File: config.mk
export PLATFORM = sky130hd
export DESIGN_NAME = channel_llr_pingpong_buffer
export DESIGN_NICKNAME = d
export VERILOG_FILES = /design/src/rtl/channel_llr_pingpong_buffer.sv
export SDC_FILE = /design/constraint.sdc
export NUM_CORES = 1
export LEC_CHECK = 0
export ABC_AREA = 1
export CAP_MARGIN = 20
export CORE_MARGIN = 5
export CORE_UTILIZATION = 45
export DETAILED_ROUTE_END_ITERATION = 7
export PLACE_DENSITY = 0.79
export SLEW_MARGIN = 20
export SYNTH_ARGS = -nofsm -noshare
export SYNTH_HDL_FRONTEND = slang
export SYNTH_HIERARCHICAL = 1
export SYNTH_SLANG_ARGS = --single-unit
export TNS_END_PERCENT = 1
File: constraint.sdc
create_clock -name clk -period 2.21 [get_ports clk]
set_input_delay 0.663 -clock clk [delete_from_list [all_inputs] [get_ports clk]]
set_output_delay 0.663 -clock clk [all_outputs]
set_load 0.02 [all_outputs]
File: src/rtl/channel_llr_pingpong_buffer.sv
// -----------------------------------------------------------------------------
// channel_llr_pingpong_buffer
//   Channel LLR buffer for the semi-parallel SC decoder. A frame of 2**N_LOG
//   LLRs arrives as beats of 2**M_LOG LLRs. Each LLR is stored at the
//   bit-reversed position of its natural index. Two banks are used as a
//   ping-pong pair, so the next frame can load while the decoder reads the
//   current one. Reads return 2**(P+1) consecutive positions per word, with
//   one registered cycle of latency.
//
// Ports
//   clk, rst       clock (rising edge), asynchronous active-high reset
//   in_valid/in_ready/in_llr/in_last
//                  input beat stream; lane k of in_llr at [k*Q +: Q]
//   frame_err      1-cycle pulse when in_last disagrees with the beat count
//   frame_ready    read bank holds a complete, unclaimed frame
//   dec_start      decoder claims the ready bank
//   dec_busy       read bank is claimed
//   dec_done       decoder releases the claimed bank
//   rd_en/rd_addr  read request and word address
//   dout/dout_valid
//                  read word (LLR j at [j*Q +: Q]) one cycle after rd_en
// -----------------------------------------------------------------------------

// One stored LLR. Storage is write-only addressed by a decoded enable, so a
// cell is just a loadable register with no reset.
module channel_llr_cell #(
  parameter int Q = 6
) (
  input  logic         clk,
  input  logic         i_we,
  input  logic [Q-1:0] i_d,
  output logic [Q-1:0] o_q
);
  logic [Q-1:0] r_q;

  always_ff @(posedge clk)
    if (i_we) r_q <= i_d;

  assign o_q = r_q;
endmodule

// One lane of the read port: selects position addr*R + J from the bank
// currently being read and registers it. Holds its value when not enabled.
module channel_llr_rd_lane #(
  parameter int N_LOG = 3,
  parameter int P     = 1,
  parameter int Q     = 6,
  parameter int AW    = 1,
  parameter int J     = 0
) (
  input  logic                       clk,
  input  logic                       rst,
  input  logic                       i_en,
  input  logic [2**N_LOG-1:0][Q-1:0] i_word,
  input  logic [AW-1:0]              i_addr,
  output logic [Q-1:0]               o_q
);
  localparam int R = 2**(P+1);

  logic [N_LOG-1:0] w_idx;
  logic [Q-1:0]     r_q;

  // When N_LOG == P+1 the address is a tied-off dummy bit, so idx == J.
  assign w_idx = N_LOG'(int'(i_addr) * R + J);

  always_ff @(posedge clk or posedge rst)
    if (rst)       r_q <= '0;
    else if (i_en) r_q <= i_word[w_idx];

  assign o_q = r_q;
endmodule

module channel_llr_pingpong_buffer #(
  parameter  int N_LOG = 3,
  parameter  int P     = 1,
  parameter  int Q     = 6,
  parameter  int M_LOG = 1,
  localparam int AW    = (N_LOG - P - 1 > 0) ? (N_LOG - P - 1) : 1
) (
  input  logic                     clk,
  input  logic                     rst,
  input  logic                     in_valid,
  output logic                     in_ready,
  input  logic [(2**M_LOG)*Q-1:0]  in_llr,
  input  logic                     in_last,
  output logic                     frame_err,
  output logic                     frame_ready,
  input  logic                     dec_start,
  output logic                     dec_busy,
  input  logic                     dec_done,
  input  logic                     rd_en,
  input  logic [AW-1:0]            rd_addr,
  output logic [(2**(P+1))*Q-1:0]  dout,
  output logic                     dout_valid
);
  localparam int N     = 2**N_LOG;
  localparam int M     = 2**M_LOG;
  localparam int R     = 2**(P+1);
  localparam int BEATS = 2**(N_LOG - M_LOG);
  localparam int CW    = (N_LOG > M_LOG) ? (N_LOG - M_LOG) : 1;

  typedef enum logic [1:0] {EMPTY, FILLING, FULL, BUSY} bank_st_e;

  function automatic int f_brev(int x);
    int r;
    r = 0;
    for (int b = 0; b < N_LOG; b++)
      if (((x >> b) & 1) != 0) r = r | (1 << (N_LOG - 1 - b));
    return r;
  endfunction

  bank_st_e                  r_st [0:1];
  logic                      r_wr_bank;
  logic                      r_rd_bank;
  logic [CW-1:0]             r_cnt;
  logic                      r_ferr;
  logic                      r_dv;

  bank_st_e                  w_wst;
  bank_st_e                  w_rst;
  logic                      w_acc;
  logic                      w_last;
  logic                      w_ready;
  logic                      w_busy;
  logic                      w_rd_fire;
  logic [1:0][N-1:0][Q-1:0]  w_mem;
  logic [N-1:0][Q-1:0]       w_rd_word;

  assign w_wst     = r_st[r_wr_bank];
  assign w_rst     = r_st[r_rd_bank];
  assign in_ready  = (w_wst == EMPTY) || (w_wst == FILLING);
  assign w_acc     = in_valid && in_ready;
  // With a single beat per frame r_cnt never leaves 0, so every beat is last.
  assign w_last    = (r_cnt == CW'(BEATS - 1));
  assign w_ready   = (w_rst == FULL);
  assign w_busy    = (w_rst == BUSY);
  assign w_rd_fire = rd_en && w_busy;

  assign frame_ready = w_ready;
  assign dec_busy    = w_busy;
  assign frame_err   = r_ferr;
  assign dout_valid  = r_dv;

  // Bank state machine. A write touches only an EMPTY/FILLING bank, a claim
  // only a FULL bank and a release only a BUSY bank, so the three updates
  // below can never target the same bank in one cycle and are all honoured.
  always_ff @(posedge clk or posedge rst) begin
    if (rst) begin
      r_st[0]   <= EMPTY;
      r_st[1]   <= EMPTY;
      r_wr_bank <= 1'b0;
      r_rd_bank <= 1'b0;
      r_cnt     <= '0;
      r_ferr    <= 1'b0;
      r_dv      <= 1'b0;
    end else begin
      r_ferr <= w_acc && (in_last != w_last);
      r_dv   <= w_rd_fire;
      if (w_acc) begin
        r_st[r_wr_bank] <= w_last ? FULL : FILLING;
        if (w_last) begin
          r_wr_bank <= ~r_wr_bank;
          r_cnt     <= '0;
        end else begin
          r_cnt     <= r_cnt + 1'b1;
        end
      end
      if (dec_start && w_ready)
        r_st[r_rd_bank] <= BUSY;
      if (dec_done && w_busy) begin
        r_st[r_rd_bank] <= EMPTY;
        r_rd_bank       <= ~r_rd_bank;
      end
    end
  end

  // Storage. Each position knows at compile time which beat and lane carry
  // its LLR (the natural index is the bit-reverse of the position), so the
  // write side needs no address arithmetic, only a beat-count compare.
  for (genvar bk = 0; bk < 2; bk++) begin : g_bank
    for (genvar p = 0; p < N; p++) begin : g_pos
      localparam int NAT  = f_brev(p);
      localparam int BEAT = NAT / M;
      localparam int LANE = NAT % M;
      logic w_we;
      assign w_we = w_acc && (r_wr_bank == 1'(bk)) && (r_cnt == CW'(BEAT));
      channel_llr_cell #(.Q(Q)) u_cell (
        .clk  (clk),
        .i_we (w_we),
        .i_d  (in_llr[LANE*Q +: Q]),
        .o_q  (w_mem[bk][p])
      );
    end
  end

  // Read port. A read in the same cycle as dec_done still sees the
  // pre-release rd_bank, since the pointer only moves at the edge.
  assign w_rd_word = w_mem[r_rd_bank];

  for (genvar j = 0; j < R; j++) begin : g_rd
    channel_llr_rd_lane #(
      .N_LOG (N_LOG),
      .P     (P),
      .Q     (Q),
      .AW    (AW),
      .J     (j)
    ) u_lane (
      .clk    (clk),
      .rst    (rst),
      .i_en   (w_rd_fire),
      .i_word (w_rd_word),
      .i_addr (rd_addr),
      .o_q    (dout[j*Q +: Q])
    );
  end
endmodule
==> results.txt <==
----------------------------------------------------
[Die]
  Die Span X ... 121 um
  Number of cell rows ... 40
  Floorplan die area ... 0.0145 mm^2
  Top-Level Pins ... 49
  Vertical extent of the die ... 121 um
  Initial core utilization ... a little under half
  Area of the core ... 0.0120 mm^2

[Synth]
  Syn Area/Cell ... approximately 9.8 um^2
  Seq cells post-synth ... 130
  Synth area leaders ... sky130_fd_sc_hd__edfxtp_1 (52%), sky130_fd_sc_hd__nand2_1 (18%), sky130_fd_sc_hd__dfrtp_1 (15%), sky130_fd_sc_hd__inv_1 (5.0%), sky130_fd_sc_hd__nand3_1 (2.5%)
  Sequential cell area fraction in the yosys report ... between 60% and 70%
  EDFF count, synth ... 96
  Share of async-settable or async-resettable flops after synthesis ... 26.2%
  Synth warnings ... 6
  Number of distinct library cells after synthesis ... 20
  Mapped Nets ... 587
  Mapped Area ... ~0.0055 mm^2
  Top flip-flop cell by instance count after synthesis ... sky130_fd_sc_hd__edfxtp_1
  Library cell occupying the most area in the post-synthesis netlist ... sky130_fd_sc_hd__edfxtp_1
  Cells after Synth ... 562
  Cell with the most instances after synthesis ... sky130_fd_sc_hd__nand2_1
  List of most frequent post-synthesis cells ... sky130_fd_sc_hd__nand2_1 (267), sky130_fd_sc_hd__edfxtp_1 (96), sky130_fd_sc_hd__inv_1 (73)
  Share of Yosys cell area claimed by the top area cell type ... 52.4%

[Pwr]
  Switch share ... 33.9%
  Fraction of power consumed by combinational cells ... about a third
  Sequential share of power ... 38.0%
  Net switching power of the design ... 3080 uW
  Part of the total power dissipated in the clock network ... 30.7%
  Leakage dissipation ... slightly above 0.003 uW
  Largest vdd supply drop ... 0.571 mV
  Power density over the cells ... 1330 mW/mm^2
  Int Power ... ~6000 uW

[Detailed routing]
  Number of optimization iterations in the first detailed-route pass ... 5
  Number of nets with antenna violations after detailed routing ... 0
  Routed length on met1 ... approximately 5000 um
  Number of design rule violations left after detail routing ... 0
  DRC violation total after the first TritonRoute iteration ... 397
  Met3 wirelength from detailed routing ... 792 um
  Ratio of routed vias to standard cells ... 4.96
  Top metal layer carrying routed signals ... met4
  DRT Wirelength ... between 10000 and 15000 um
  Avg WL per Cell ... 15.4 um
  Number of vias after detailed routing ... 3933
  Met2 wire len ... 6270 um

[Finish]
  Count of antenna diodes in the layout ... 0
  Fill cells ... between 900 and 1000
  Final Net Count ... roughly 660
  Final design area excluding fillers ... 0.00683 mm^2
  Fraction of final layout cells sized beyond drive strength 1 ... 10.2%
  Layout overhead on the synthesized area ... 24.2%

[Critical path]
  Critical path class ... flop to output port
  Maximum fanout encountered on the critical timing path ... 8
  Biggest cell delay along the critical path ... 0.46 ns
  Category of cells accounting for the largest share of critical-path delay ... flip-flops
  Most numerous cell on the critical path ... sky130_fd_sc_hd__nand2_2
  Endpoint required time on the critical path ... 1.55 ns
  Nature of the critical path startpoint ... flop
  Crit path capture type ... output port
  Worst path cell trace ... inv_4 > nand2_2 > nand2_2 > inv_2 > nor2_4 > buf_2
  Arrival time at the worst endpoint ... 1.44 ns
  Count of buffering cells on the critical path with inverters included ... 3
  Cell with the largest stage delay on the worst path ... sky130_fd_sc_hd__dfrtp_2

[Hold path]
  Type of the worst min-delay path ... flop to flop

[Placed design]
  Area after detailed placement ... 0.00625 mm^2
  Port Buffer Count ... 48
  Placed wire-length estimate ... about 8000 um
  Routability cong. ... 0.865
  Setup slack at placement ... 0.0447 ns

[Timing]
  Max-slew headroom ... 68.1%
  Total of endpoints with negative setup slack in the final report ... 0
  Hold Worst Slack ... 0.478 ns
  Setup clock skew after layout ... 0.00734 ns
  Max-slew violations ... 0
  Final hold vios ... 0
  Highest attainable clock frequency ... about 0.47 GHz
  Final critical-path required period ... 2.11 ns
  Min setup slack post-route ... roughly 0.10 ns
  Total negative setup slack ... 0 ns
  Final worst path period share ... a little over nine tenths
  Measured slew at the worst slew-check pin ... 0.479 ns
  RSZ-0062 raised after global routing ... false

[CTS]
  H-tree levels ... 4
  Cts hold-fix bufs ... 0
  Buffer depth of the longest clock path ... 2
  CTS Buf Count ... 17
  Root Buffer Master ... sky130_fd_sc_hd__clkbuf_16
  Clk pin slew, worst setup/hold paths ... 0.06 ns
  Sink Count ... 130
  Latest clock arrival within the worst-skew pair ... about 0.4 ns
  CTS tree ... built

[Outcome]
  Outcome ... completed

[Global route]
  Global route overflow ... 0
  Global-route wire length before repair ... approximately 20000 um
  Aggregate global-route resource usage ... 18.0%
  Initial antenna violation count ... 0
  Vias in the first global route ... 3903
  Pin count of the biggest net entering global routing ... 49

[Job]
  Max_cap viols ... 0

----------------------------------------------------
cell type report:
| class | instances | area, um^2 | share of cell area [%] |
|---|---|---|---|
| Sequential cell | 130 | 3730 | 54.7 |
| Timing Repair Buffer | 64 | 611 | 8.94 |
| Clock buffer | 18 | 429 | 6.28 |
| Tap cell | 147 | 184 | 2.69 |
| Inverter | 81 | 308 | 4.51 |
| Clock inverter | 14 | 160 | 2.34 |
| Multi-Input combinational cell | 339 | 1400 | 20.6 |
metrics by stage:
| stage | cells | power [uW] | util (%) |
|---|---|---|---|
| finish | 793 | 9090 | 56.9 |
| global route | 793 | 9620 | 56.9 |
| global placement | 761 | 6240 | 52.1 |
| CTS | 793 | 9150 | 56.9 |
| detailed placement | 761 | 6340 | 52.1 |
| floorplan | 562 | 5250 | - |
tightest hold or removal path: cells and delay by family, from the launching register on:
family	cells	cell delay, ns
flops	1	0.34
simple gates	2	0.10
path summary, 6_finish.rpt:
| kind | slack (ns) | to | cells past startpoint | from |
|---|---|---|---|---|
| setup / recovery | 0.10 | dec_busy | 6 | r_rd_bank$_DFFE_PP0P_ |
| hold / removal | 0.48 | g_rd[3].u_lane/o_q[1]$_DFFE_PP0P_ | 2 | g_rd[3].u_lane/o_q[1]$_DFFE_PP0P_ |
| setup reg to reg | 0.59 | g_bank[1].g_pos[1].u_cell/o_q[1]$_DFFE_PP_ | 7 | r_wr_bank$_DFFE_PP0P_ |
| hold reg to reg | 0.48 | g_rd[3].u_lane/o_q[1]$_DFFE_PP0P_ | 2 | g_rd[3].u_lane/o_q[1]$_DFFE_PP0P_ |
| max in group asynchronous | 1.08 | r_rd_bank$_DFFE_PP0P_ | 2 | rst |
| min in group asynchronous | 0.70 | g_rd[0].u_lane/o_q[5]$_DFFE_PP0P_ | 2 | rst |
flip-flops by register name (all words and copies together) (netlist names):
register / cells
r_rd_bank: 1
frame_err: 1
r_cnt: 2
g_rd.u_lane/o_q: 24
r_wr_bank: 1
g_bank.g_pos.u_cell/o_q: 96
r_st: 4
dout_valid: 1
layout by cell type, fill, tap and decap left out, drive strengths merged:
cell,instances
buf,18
bufinv,3
clkbuf,19
clkdlybuf4s50,45
clkinv,7
clkinvlp,2
dfrtp,34
edfxtp,96
ha,5
inv,83
nand2,274
nand3,29
nor2,21
o21ai,9
xnor2,1
layer usage:
| layer | vias up | GRT usage [%] |
|---|---|---|
| li1 | 1893 | - |
| met4 | 0 | 8.22 |
| met5 | - | 0 |
| met3 | 18 | 4.54 |
| met2 | 148 | 30.5 |
| met1 | 1874 | 21.7 |
power groups by stage:
stage / sequential (uW) / combinational [uW] / clock [uW]
finish: 3450 / 2850 / 2790
global route: 3510 / 3170 / 2940
CTS: 3450 / 2870 / 2820
detailed placement: 3490 / 2860 / 0
global placement: 3460 / 2780 / 0
floorplan: 3700 / 1550 / 0
what timing repair did:
item | 4_1_cts | 5_1_grt
setup buffers | 0 | 0
cloned | 0 | 0
setup endpoints to repair | 3 | 1
resized for setup | 10 | 2
logic make-up after synthesis:
logic type,Yosys count,synth area share (%)
xor gates and xnor gates,1,0.159
buffers and inverters,93,6.60
DFF,130,67.9
and+or+nand+nor,324,23.4
adders and majority gates,5,1.14
AOI/OAI and AO/OA,9,0.819
Power figures use the tool's default switching activity.
